===== config.mk =====
export PLATFORM = sky130hd
export DESIGN_NAME = seq_divider_flat
export DESIGN_NICKNAME = d
export VERILOG_FILES = /design/src/rtl/seq_divider_if.sv /design/src/rtl/seq_divider.sv /design/src/flat_wrapper.sv
export SDC_FILE = /design/constraint.sdc
export NUM_CORES = 1
export LEC_CHECK = 0
export ABC_AREA = 1
export ABC_CLOCK_PERIOD_IN_PS = 4750
export CAP_MARGIN = 20
export CELL_PAD_IN_SITES_DETAIL_PLACEMENT = 1
export CELL_PAD_IN_SITES_GLOBAL_PLACEMENT = 1
export CORE_ASPECT_RATIO = 0.7
export CORE_MARGIN = 3
export CORE_UTILIZATION = 43
export CTS_CLUSTER_DIAMETER = 60
export DETAILED_ROUTE_END_ITERATION = 6
export PLACE_DENSITY_LB_ADDON = 0.1
export SYNTH_ARGS = -nofsm -noshare
export SYNTH_HDL_FRONTEND = slang
export SYNTH_SLANG_ARGS = --single-unit
export TNS_END_PERCENT = 1

===== constraint.sdc =====
create_clock -name clk -period 4.75 [get_ports clk]
set_clock_uncertainty 0.1 [all_clocks]
set_input_delay 0.95 -clock clk [delete_from_list [all_inputs] [get_ports clk]]
set_output_delay 0.95 -clock clk [all_outputs]
set_load 0.01 [all_outputs]

===== src/rtl/seq_divider_if.sv =====
// Operand/result handshake bundle for seq_divider.
// slave is the divider side, master the producer/consumer side.
interface seq_divider_if #(
  parameter int WIDTH = 8
) ();
  logic               in_valid;
  logic               in_ready;
  logic [2*WIDTH-1:0] dividend;
  logic [WIDTH-1:0]   divisor;
  logic               out_valid;
  logic               out_ready;
  logic [2*WIDTH-1:0] quotient;
  logic [WIDTH-1:0]   remainder;
  logic               div_by_zero;

  modport slave (
    input  in_valid, dividend, divisor, out_ready,
    output in_ready, out_valid, quotient, remainder, div_by_zero
  );

  modport master (
    output in_valid, dividend, divisor, out_ready,
    input  in_ready, out_valid, quotient, remainder, div_by_zero
  );
endinterface


===== src/rtl/seq_divider.sv =====
// Multi-cycle restoring divider, 2*WIDTH / WIDTH, one quotient bit per cycle.
// Define SEQ_DIVIDER_SIGNED_EN for two's complement operands (adds FIXUP).
module seq_divider #(
  parameter int WIDTH = 8
) (
  input  logic        clk,
  input  logic        rst_n,
  seq_divider_if.slave bus
);
  localparam int DW = 2 * WIDTH;
  localparam int CW = $clog2(DW + 1);

`ifdef SEQ_DIVIDER_SIGNED_EN
  typedef enum logic [1:0] {IDLE, BUSY, FIXUP, DONE} state_t;
`else
  typedef enum logic [1:0] {IDLE, BUSY, DONE} state_t;
`endif

  state_t            state_q, state_d;
  logic [CW-1:0]     cnt_q, cnt_d;
  logic [DW-1:0]     dvd_q, dvd_d;
  logic [WIDTH-1:0]  dvs_q, dvs_d;
  logic [WIDTH:0]    prem_q, prem_d;
  logic [DW-1:0]     quo_q, quo_d;
  logic [WIDTH-1:0]  rem_q, rem_d;
  logic              dbz_q, dbz_d;

  logic [WIDTH+1:0]  shifted;
  logic [WIDTH+1:0]  trial;
  logic              qbit;
  logic [WIDTH:0]    prem_nx;
  logic [DW-1:0]     dvd_nx;
  logic [DW-1:0]     dvd_in;
  logic [WIDTH-1:0]  dvs_in;

`ifdef SEQ_DIVIDER_SIGNED_EN
  logic              negq_q, negq_d;
  logic              negr_q, negr_d;
  logic              dvd_neg, dvs_neg;

  assign dvd_neg = bus.dividend[DW-1];
  assign dvs_neg = bus.divisor[WIDTH-1];
  assign dvd_in  = dvd_neg ? -bus.dividend : bus.dividend;
  assign dvs_in  = dvs_neg ? -bus.divisor : bus.divisor;
`else
  assign dvd_in  = bus.dividend;
  assign dvs_in  = bus.divisor;
`endif

  // One restoring step: shift in next dividend bit, trial-subtract.
  always_comb begin
    shifted = {prem_q, dvd_q[DW-1]};
    trial   = shifted - {2'b00, dvs_q};
    qbit    = ~trial[WIDTH+1];
    prem_nx = qbit ? trial[WIDTH:0] : shifted[WIDTH:0];
    dvd_nx  = {dvd_q[DW-2:0], qbit};
  end

  assign bus.in_ready    = (state_q == IDLE);
  assign bus.out_valid   = (state_q == DONE);
  assign bus.quotient    = quo_q;
  assign bus.remainder   = rem_q;
  assign bus.div_by_zero = dbz_q;

  // Next-state and datapath update.
  always_comb begin
    state_d = state_q;
    cnt_d   = cnt_q;
    dvd_d   = dvd_q;
    dvs_d   = dvs_q;
    prem_d  = prem_q;
    quo_d   = quo_q;
    rem_d   = rem_q;
    dbz_d   = dbz_q;
`ifdef SEQ_DIVIDER_SIGNED_EN
    negq_d  = negq_q;
    negr_d  = negr_q;
`endif
    unique case (state_q)
      IDLE: begin
        if (bus.in_valid) begin
          dvd_d  = dvd_in;
          dvs_d  = dvs_in;
          prem_d = '0;
          cnt_d  = CW'(DW);
`ifdef SEQ_DIVIDER_SIGNED_EN
          negq_d = dvd_neg ^ dvs_neg;
          negr_d = dvd_neg;
`endif
          if (bus.divisor == '0) begin
            state_d = DONE;
            quo_d   = '1;
            rem_d   = bus.dividend[WIDTH-1:0];
            dbz_d   = 1'b1;
          end else begin
            state_d = BUSY;
            dbz_d   = 1'b0;
          end
        end
      end
      BUSY: begin
        dvd_d  = dvd_nx;
        prem_d = prem_nx;
        cnt_d  = cnt_q - CW'(1);
        if (cnt_q == CW'(1)) begin
`ifdef SEQ_DIVIDER_SIGNED_EN
          state_d = FIXUP;
`else
          state_d = DONE;
          quo_d   = dvd_nx;
          rem_d   = prem_nx[WIDTH-1:0];
`endif
        end
      end
`ifdef SEQ_DIVIDER_SIGNED_EN
      FIXUP: begin
        state_d = DONE;
        quo_d   = negq_q ? -dvd_q : dvd_q;
        rem_d   = negr_q ? -prem_q[WIDTH-1:0]
                         : prem_q[WIDTH-1:0];
      end
`endif
      DONE: begin
        if (bus.out_ready) state_d = IDLE;
      end
      default: state_d = IDLE;
    endcase
  end

  // State and datapath registers.
  always_ff @(posedge clk or negedge rst_n) begin
    if (!rst_n) begin
      state_q <= IDLE;
      cnt_q   <= '0;
      dvd_q   <= '0;
      dvs_q   <= '0;
      prem_q  <= '0;
      quo_q   <= '0;
      rem_q   <= '0;
      dbz_q   <= 1'b0;
`ifdef SEQ_DIVIDER_SIGNED_EN
      negq_q  <= 1'b0;
      negr_q  <= 1'b0;
`endif
    end else begin
      state_q <= state_d;
      cnt_q   <= cnt_d;
      dvd_q   <= dvd_d;
      dvs_q   <= dvs_d;
      prem_q  <= prem_d;
      quo_q   <= quo_d;
      rem_q   <= rem_d;
      dbz_q   <= dbz_d;
`ifdef SEQ_DIVIDER_SIGNED_EN
      negq_q  <= negq_d;
      negr_q  <= negr_d;
`endif
    end
  end
endmodule


===== src/flat_wrapper.sv =====
// flat-port wrapper written by rule: the top's interface ports become plain ports
module seq_divider_flat 
#(
  parameter int WIDTH = 8
)
  (clk, rst_n, bus_in_valid, bus_dividend, bus_divisor, bus_out_ready, bus_in_ready, bus_out_valid, bus_quotient, bus_remainder, bus_div_by_zero);
  seq_divider_if #(.WIDTH(WIDTH)) bus_i ();
  input  logic clk;
  input  logic rst_n;
  input wire logic [$bits(bus_i.in_valid)-1:0] bus_in_valid;
  input wire logic [$bits(bus_i.dividend)-1:0] bus_dividend;
  input wire logic [$bits(bus_i.divisor)-1:0] bus_divisor;
  input wire logic [$bits(bus_i.out_ready)-1:0] bus_out_ready;
  output wire logic [$bits(bus_i.in_ready)-1:0] bus_in_ready;
  output wire logic [$bits(bus_i.out_valid)-1:0] bus_out_valid;
  output wire logic [$bits(bus_i.quotient)-1:0] bus_quotient;
  output wire logic [$bits(bus_i.remainder)-1:0] bus_remainder;
  output wire logic [$bits(bus_i.div_by_zero)-1:0] bus_div_by_zero;
  assign bus_i.in_valid = bus_in_valid;
  assign bus_i.dividend = bus_dividend;
  assign bus_i.divisor = bus_divisor;
  assign bus_i.out_ready = bus_out_ready;
  assign bus_in_ready = bus_i.in_ready;
  assign bus_out_valid = bus_i.out_valid;
  assign bus_quotient = bus_i.quotient;
  assign bus_remainder = bus_i.remainder;
  assign bus_div_by_zero = bus_i.div_by_zero;
  seq_divider #(.WIDTH(WIDTH)) u_core (.clk(clk), .rst_n(rst_n), .bus(bus_i));
endmodule

==> impl_metrics.py, run 1 <==
metrics = {
    "cells_and_area": {
        "final_common_cell": "nand2_1",
        "finalNetCount": 487,
        "n_antenna_cell": 0,
        "area_growth_pct": 21.92,
        "drive_above_1_share_pct": 6.858,
        "stdcell_count": 550,
        "final_cell_mix": "nand2_1, dfrtp_1, clkdlybuf4s50_1, inv_1, nand3_1",
    },
    "global_route": {
        "grt_pass1_vias": 2873,
        "track_usage_pct": 21.28,
        "grt_pass1_wl_mm": 14.74,
        "grt_max_degree": 50,
        "antenna_found_initial": 0,
        "overflow": 0,
    },
    "critical_path": {
        "path_class": "flip-flop to flip-flop",
        "crit_path_start_kind": "flip-flop",
        "required_ns": 4.90,
        "critPathArrivalTime_ns": 3.18,
        "crit_fanout": 35,
        "slowest_stage": "nor2_8",
        "endpoint_kind": "flip-flop",
        "cpPeakStageDelay_ns": 0.51,
        "path_cells": "nand2_2 -> inv_2 -> nor2_8 -> nor2_2 -> nand2_4 -> inv_4 -> or2_2 -> nand2_1 -> inv_1",
    },
    "flow_run": {
        "maxCapViolations": 0,
    },
    "routing": {
        "drt_iter0_drc": 193,
        "final_antenna_net_count": 0,
        "drcViolationCount": 0,
        "post_drt_via_cell_ratio": 5.262,
        "wire_per_inst_microns": 15.81,
        "vias": 2894,
        "drt-total-wl_mm": 8.693,
        "dr.pass1.iters": 4,
    },
    "timing": {
        "setup_violations": 0,
        "hold_slack_ns": 0.3893,
        "post-route-period-util_pct": 63.71,
        "max_slew_margin_pct": 54.19,
        "timing.fmax_ghz": 0.3305,
        "setup_ws_ns": 1.724,
        "timing_hold_violations_final": 0,
        "worstMarginPinSlew_ns": 0.6862,
        "tns_ns": 0,
        "slew_viol_final": 0,
        "rsz0062_at_grt": "false",
        "fin_crit_ns": 3.026,
    },
    "die": {
        "io_pins": 55,
        "rows": 26,
        "start_util_pct": 45.02,
        "dieArea_sq_mm": 0.008876,
        "coreArea_sq_mm": 0.007417,
        "die_w_microns": 111.3,
        "die_y_microns": 79.73,
    },
    "clock_tree": {
        "cts_setup_buffers": 0,
        "insertion_delay_ns": 0.35,
        "root_buffer": "clkbuf_8",
        "numCtsBuffers": 9,
        "cts_resized": 0,
        "cts_htree_levels": 3,
        "cts_buffer_depth": 2,
        "clkTransAtPathRegs_ns": 0.07,
        "tritoncts": "yes",
        "cts_hold_buffers": 0,
        "clock-sinks": 65,
    },
    "pwr": {
        "p_per_area_mw_per_mm2": 791.1,
        "peakVddDrop_uv": 363.9,
        "leakage_nw": 1.951,
    },
    "placement": {
        "globalplace.congestion": 0.8511,
        "portBuffers": 54,
        "pre_cts_ws_ns": 1.589,
        "hpwl_mm": 6.420,
        "dpl.cell_count": 535,
    },
    "synth": {
        "ys.warnings.count": 0,
        "ys_ff_latch": 65,
        "ys_types": 35,
        "syn_area_sq_mm": 0.003339,
        "yosysTopAreaCellShare_pct": 48.71,
        "yosys-top-cells-area": "dfrtp_1, nand2_1, nand3_1",
        "synth_largest_area_cell": "dfrtp_1",
        "synth_cells": 398,
        "syn_area_per_cell_sq_um": 8.391,
        "yosysSeqAreaShare_pct": 48.71,
        "syn_nets": 437,
    },
    "outcome": {
        "status": "complete, no violations",
    },
    "worst_hold_path": {
        "min_path_type": "flip-flop to flip-flop",
    },
}
power by group:
| part | internal, W | leakage, nW | switching [W] |
|---|---|---|---|
| sequential | 0.000831 | 0.762 | 0.000163 |
| combinational | 0.000700 | 1.10 | 0.00112 |
| clock | 0.000197 | 0.0887 | 0.000206 |
| total | 0.00173 | 1.95 | 0.00149 |
cell type report:
class | instances | area [sq um]
fill | 912 | 3346
sequential | 65 | 1627
multi-input combinational | 270 | 1439
timing repair buffer | 55 | 543.0
inverter | 47 | 178.9
clock buffer | 11 | 141.4
tap | 98 | 122.6
clock inverter | 4 | 20.02
kinds of logic after synthesis:
logic type / after synthesis / synth area share, %
AOI/OAI and AO/OA: 71 / 12.63
DFF: 65 / 48.71
adders and majority gates: 11 / 4.346
and+or+nand+nor: 184 / 25.03
muxes: 1 / 0.2997
buffers and inverters: 63 / 8.205
xor gates and xnor gates: 3 / 0.7870
stage by stage:
stage               utilization (%)  power (W)  cell area [sq um]
detailed placement            52.72   0.002839               3910
floorplan                         -   0.002281               3339
CTS                           54.89   0.003261               4071
finish                        54.89   0.003221               4071
global placement              52.72   0.002760               3910
global route                  54.89   0.003551               4071
cell usage after synthesis (all sizes together):
cell / number
clkbuf: 9
nor2: 40
a2bb2oi: 1
nand3: 42
nand2b: 1
mux2i: 1
o211ai: 1
o21ai: 21
a31oi: 8
nand4: 6
ha: 10
inv: 47
or2: 8
nor3: 2
buf: 7
o22ai: 8
a211oi: 1
a21oi: 22
o21bai: 1
nand2: 85
dfrtp: 65
xor2: 3
o31ai: 8
fa: 1
layer usage:
layer  vias up  share of wire, %  GRT usage [%]
met1      1408                50          29.54
met3         8               5.5          7.121
met2        68                43          32.19
met5         -                 0              0
met4         0              0.78          5.468
li1       1410                 -              -
sequential cells by signal, indices dropped and copies added, names as in the netlist:
signal and count:
u_core.bus.div_by_zero 1, u_core.bus.quotient 16, u_core.bus.remainder 8, u_core.cnt_q 5, u_core.dvd_q 16, u_core.dvs_q 8
u_core.prem_q 9, u_core.state_q 2
worst max-delay path: cells and delay by family (launching register included):
kind | cells | cell delay (ns)
flip-flops | 1 | 0.42
buffers and inverters | 3 | 0.65
AND/OR/NAND/NOR | 6 | 1.74
path summary, 6_finish.rpt:
path / startpoint / endpoint / slack [ns] / depth (start not counted)
worst max-delay path: u_core.state_q[0] / u_core.bus.remainder[7] / 1.72 / 9
worst min-delay path: u_core.dvd_q[8] / u_core.dvd_q[8] / 0.39 / 2
worst max register to register: u_core.state_q[0] / u_core.bus.remainder[7] / 1.72 / 9
worst min register to register: u_core.dvd_q[8] / u_core.dvd_q[8] / 0.39 / 2
max in group asynchronous: rst_n / u_core.state_q[0] / 3.16 / 2
min in group asynchronous: rst_n / u_core.bus.quotient[2] / 0.42 / 1
Power figures use the tool's default switching activity.
==> run 2, diff against run 1 <==
--- a/config.mk
+++ b/config.mk
@@ -6,13 +6,13 @@
 export NUM_CORES = 1
 export LEC_CHECK = 0
 export ABC_AREA = 1
-export ABC_CLOCK_PERIOD_IN_PS = 4750
+export ABC_CLOCK_PERIOD_IN_PS = 2700
 export CAP_MARGIN = 20
 export CELL_PAD_IN_SITES_DETAIL_PLACEMENT = 1
 export CELL_PAD_IN_SITES_GLOBAL_PLACEMENT = 1
 export CORE_ASPECT_RATIO = 0.7
 export CORE_MARGIN = 3
-export CORE_UTILIZATION = 43
+export CORE_UTILIZATION = 36
 export CTS_CLUSTER_DIAMETER = 60
 export DETAILED_ROUTE_END_ITERATION = 6
 export PLACE_DENSITY_LB_ADDON = 0.1
==> constraint.sdc (replaced) <==
create_clock -name clk -period 2.7 [get_ports clk]
set_clock_uncertainty 0.1 [all_clocks]
set_input_delay 0.54 -clock clk [delete_from_list [all_inputs] [get_ports clk]]
set_output_delay 0.54 -clock clk [all_outputs]
set_load 0.01 [all_outputs]
==> run 2 against run 1 <==
Effect of this change: register-to-register slack lost 1.5 ns; setup slack lost 1.5 ns; hold slack lost 0.27 ns; maximum frequency grew 24%; largest power group unchanged; critical path depth grew 2; highest routed layer unchanged; utilization shrank 5.7 points; non-clock buffer count grew 4; via count grew 0.69%; sequential cell count is the same; largest cell class unchanged; sequential share of layout area shrank 2.1 points; sequential power grew 77%; critical path type unchanged.
==> impl_metrics.py, run 2 (synthesized netlist as in run 1, its figures left out) <==
metrics = {
    "timing": {
        "timing_hold_violations_final": 0,
        "slew_viol_final": 0,
        "fin_crit_ns": 2.438,
        "timing.fmax_ghz": 0.4102,
        "setup_violations": 0,
        "worstMarginPinSlew_ns": 0.4892,
        "tns_ns": 0,
        "max_slew_margin_pct": 67.35,
        "post-route-period-util_pct": 90.29,
        "rsz0062_at_grt": "false",
        "hold_slack_ns": 0.1169,
    },
    "flow_run": {
        "maxCapViolations": 0,
    },
    "critical_path": {
        "required_ns": 2.82,
        "path_class": "flip-flop to flip-flop",
        "critPathArrivalTime_ns": 2.56,
        "crit_fanout": 11,
        "crit_path_start_kind": "flip-flop",
        "endpoint_kind": "flip-flop",
    },
    "routing": {
        "final_antenna_net_count": 0,
        "drt_iter0_drc": 164,
        "vias": 2914,
        "drcViolationCount": 0,
        "dr.pass1.iters": 4,
        "drt-total-wl_mm": 9.306,
        "post_drt_via_cell_ratio": 5.059,
        "wire_per_inst_microns": 16.16,
    },
    "cells_and_area": {
        "finalInstanceArea_sq_mm": 0.004295,
        "fin_util_pct": 49.24,
        "area_growth_pct": 28.62,
        "finalNetCount": 491,
        "n_antenna_cell": 0,
        "stdcell_count": 576,
        "final_cell_mix": "nand2_1, dfrtp_1, clkdlybuf4s50_1, inv_1, nand3_1",
        "drive_above_1_share_pct": 7.895,
        "final_common_cell": "nand2_1",
    },
    "clock_tree": {
        "cts_htree_levels": 3,
        "cts_resized": 0,
        "root_buffer": "clkbuf_16",
        "clock-sinks": 65,
        "clkTransAtPathRegs_ns": 0.05,
        "tritoncts": "yes",
        "numCtsBuffers": 9,
        "cts_setup_buffers": 0,
        "insertion_delay_ns": 0.33,
        "cts_hold_buffers": 0,
        "cts_buffer_depth": 2,
    },
    "placement": {
        "place_area_sq_mm": 0.003980,
        "hpwl_mm": 6.871,
        "globalplace.congestion": 0.7997,
        "portBuffers": 54,
        "dpl.cell_count": 561,
    },
    "global_route": {
        "grt_max_degree": 66,
        "antenna_found_initial": 0,
        "overflow": 0,
        "grt_pass1_wl_mm": 15.58,
        "grt_pass1_vias": 3002,
        "track_usage_pct": 18.99,
    },
    "outcome": {
        "status": "complete, no violations",
    },
    "die": {
        "die_w_microns": 121.1,
        "start_util_pct": 38.28,
        "coreArea_sq_mm": 0.008723,
        "io_pins": 55,
        "rows": 28,
        "dieArea_sq_mm": 0.01049,
        "die_y_microns": 86.58,
    },
    "pwr": {
        "leakage_nw": 2.044,
        "peakVddDrop_uv": 669.9,
        "p_per_area_mw_per_mm2": 1464,
    },
    "worst_hold_path": {
        "min_path_type": "input pin to asynchronous set/reset pin",
    },
}
==> run 2: cell count changes in the layout (fill, tap and decap cells not counted), sizes merged <==
cell    delta
buf        +4
clkbuf     +2
clkinv     -3
bufinv     +1
==> run 2: critical path, cell delays in order (launching register included) <==
cell,delay (ns)
dfrtp_1,0.41
ha_1,0.37
a21oi_1,0.33
nand2_1,0.09
nand2_1,0.14
nand3_1,0.11
nand2_1,0.08
nand2_1,0.23
nand3_1,0.21
nand3_1,0.14
nand2_1,0.08
inv_1,0.03
==> run 2: metal layers <==
metal  GRT usage (%)  vias up  wire (microns)
met5               0        -               0
met4           3.704        0              49
met3           4.697        4             344
met2           28.23       57            4024
met1           28.30     1430            4888
li1                -     1423               -
==> run 2: where the power goes <==
part | switching, W | internal, W
clock network | 0.000398 | 0.000808
logic | 0.00205 | 0.00128
registers | 0.000296 | 0.00146
==> run 2: area by class of cell <==
type                       instances  area, sq um
fill                            1041         4428
multi-input combinational        270         1439
sequential                        65         1627
clock inverter                     2        35.03
clock buffer                      13        280.3
inverter                          47        178.9
tap                              120        150.1
timing repair buffer              59        585.6
==> run 2: final timing paths <==
kind / startpoint / slack [ns] / to / cells after the start
max: u_core.prem_q[3] / 0.26 / u_core.bus.remainder[5] / 11
min: rst_n / 0.12 / u_core.bus.quotient[7] / 2
max reg2reg: u_core.prem_q[3] / 0.26 / u_core.bus.remainder[5] / 11
min reg2reg: u_core.dvs_q[0] / 0.38 / u_core.dvs_q[0] / 2
max in group asynchronous: rst_n / 2.08 / u_core.cnt_q[4] / 2
min in group clk: u_core.dvs_q[0] / 0.38 / u_core.dvs_q[0] / 2
==> run 2: stage by stage <==
step                setup slack (ns)  total power (W)
floorplan                     0.7952         0.004013
global placement              0.2800         0.004944
detailed placement            0.2360         0.005102
CTS                           0.2631         0.006359
global route                 0.07320         0.006855
finish                        0.2622         0.006288
==> RTL change: new RTL, flow settings as in run 1 <==
`WIDTH` is set to 8 in 3 places; all go to 4.
--- a/src/rtl/seq_divider_if.sv
+++ b/src/rtl/seq_divider_if.sv
@@ -1,7 +1,7 @@
 // Operand/result handshake bundle for seq_divider.
 // slave is the divider side, master the producer/consumer side.
 interface seq_divider_if #(
-  parameter int WIDTH = 8
+  parameter int WIDTH = 4
 ) ();
   logic               in_valid;
   logic               in_ready;
--- a/src/rtl/seq_divider.sv
+++ b/src/rtl/seq_divider.sv
@@ -1,7 +1,7 @@
 // Multi-cycle restoring divider, 2*WIDTH / WIDTH, one quotient bit per cycle.
 // Define SEQ_DIVIDER_SIGNED_EN for two's complement operands (adds FIXUP).
 module seq_divider #(
-  parameter int WIDTH = 8
+  parameter int WIDTH = 4
 ) (
   input  logic        clk,
   input  logic        rst_n,
--- a/src/flat_wrapper.sv
+++ b/src/flat_wrapper.sv
@@ -1,7 +1,7 @@
 // flat-port wrapper written by rule: the top's interface ports become plain ports
 module seq_divider_flat 
 #(
-  parameter int WIDTH = 8
+  parameter int WIDTH = 4
 )
   (clk, rst_n, bus_in_valid, bus_dividend, bus_divisor, bus_out_ready, bus_in_ready, bus_out_valid, bus_quotient, bus_remainder, bus_div_by_zero);
   seq_divider_if #(.WIDTH(WIDTH)) bus_i ();
Interface: changed (resized bus_dividend, bus_divisor, bus_quotient and bus_remainder); port bits go from 55 to 31. No check against the original RTL was run, so the function may have changed too.
==> RTL change against run 1 <==
  * Power decreased by 45%
  * Worst hold slack got worse by 0.0036 ns
  * Routed wire length down 46%
  * Final area shrank 44%
  * Setup slack better by 0.47 ns
  * Global-route usage shrank 0.77 points
  * Synthesized area fell by 43%
  * Sequential cell count is 29 lower
  * Highest routed layer unchanged
==> RTL change: results (changes against run 1) <==
Outcome
  – Status: finished clean

Place
  – Routability cong.: 0.7370 (-13%)
  – DP HPWL: 3.445 mm (-46%)
  – Placed Instance Area: 2205 sq um (-44%)
  – Pre-CTS setup slack: 2.018 ns (+0.4299 ns)

Worst setup path
  – CP arrival: 1.50 ns (-1.68 ns)
  – Worst path max stage delay: 0.58 ns (+0.07 ns)
  – Reg2reg path depth: 9 (unchanged)
  – R2R setup slack: 2.60 ns (+0.88 ns)
  – Worst setup path end: bus_in_ready
  – CP Launch Point: u_core.state_q[1]
  – CP max stage cell: clkdlybuf4s50_1
  – Worst r2r dst: u_core.bus.remainder[2]
  – CP top delay family: buffers and inverters
  – Worst-path fanout max: 3 (-91%)

Global route
  – First-pass GRT wire length: 8.169 mm (-45%)
  – Vias in the first global route: 1710 (-40%)
  – Total GRT Usage: 20.51% (-0.77 points)
  – Largest net degree at the start of global routing: 37 (-26%)
  – Met1 usage: 26.54% (-3.0 points)
  – Met3 usage: 5.481% (-1.6 points)
  – Grt met2 use: 34.18% (+2.0 points)

Clocking
  – Total clock buffers created by CTS: 5 (-4)
  – Htree depth: 2 (-1)
  – Worst skew pair latency: 0.29 ns (-0.06 ns)

Power
  – Combinational power: 0.969 mW (-47%)
  – Leak: 1.162 nW (-40%)
  – Clock share of power: 12.8% (+0.3 points)
  – Cell internal pwr: 0.9596 mW (-44%)
  – Switching share of power: 45.46% (-0.89 points)
  – Worst VDD drop: 0.3749 mV (+3.0%)

Finish
  – Layout Nets: 283 (-42%)
  – Non-Filler Instances: 313 (-43%)
  – Share of cells above drive strength 1: 5.364% (-1.5 points)

Yosys
  – Post-synth cell types: 29 (-17%)
  – Ys Warns: 0 (unchanged)
  – Syn_nets: 252 (-42%)
  – Seq/Total Area, Yosys: 47.59% (-1.1 points)
  – Top cells by area, synth: dfrtp_1 48%, nand2_1 12%, inv_1 7.5%, nand3_1 5.8%, ha_1 4.0%
  – Syn Inst Count: 229 (-42%)
  – Synth cell count leaders: 58 x nand2_1, 38 x inv_1, 36 x dfrtp_1, 22 x nand3_1, 19 x nor2_1

Drt
  – M1 WL: 2.292 mm (-48%)
  – Vias: 1596 (-45%)
  – Detailed Route Iter0 Violations: 87 (-55%)
  – WL met2: 2.161 mm (-43%)
  – Met3 wire length: 176 microns (-63%)
  – Wire per inst: 14.97 microns (-5.3%)

STA
  – WHS: 0.3858 ns (-0.003563 ns)
  – Worst slew margin: 63.95% (+9.8 points)
  – Period utilisation layout: 53.76% (-9.9 points)

Min path
  – WHS Endpoint: u_core.dvs_q[2]
  – Hold_sp: u_core.dvs_q[2]
RTL change: cell count changes in the layout (fill, tap and decap cells not counted), moves of 8 or more:
cell	before	now
dfrtp_1	65	36
clkdlybuf4s50_1	53	30
nor2_1	37	19
a21oi_1	22	1
nand2_1	80	58
nand3_1	42	22
o21ai_0	21	13
RTL change: logic make-up after synthesis:
kind of cell / count (synthesis) / synth area share, %
and+or+nand+nor: 110 / 26.17
buffers and inverters: 46 / 10.97
DFF: 36 / 47.59
AOI/OAI and AO/OA: 27 / 8.857
adders and majority gates: 7 / 5.023
xor gates and xnor gates: 3 / 1.388
RTL change: final cells by class:
| type | instances | area (sq um) |
|---|---|---|
| timing repair buffer | 31 | 307.8 |
| clock buffer | 8 | 90.09 |
| tap | 52 | 65.06 |
| multi-input combinational | 147 | 784.5 |
| sequential | 36 | 900.9 |
| fill | 502 | 1770 |
| inverter | 39 | 146.4 |
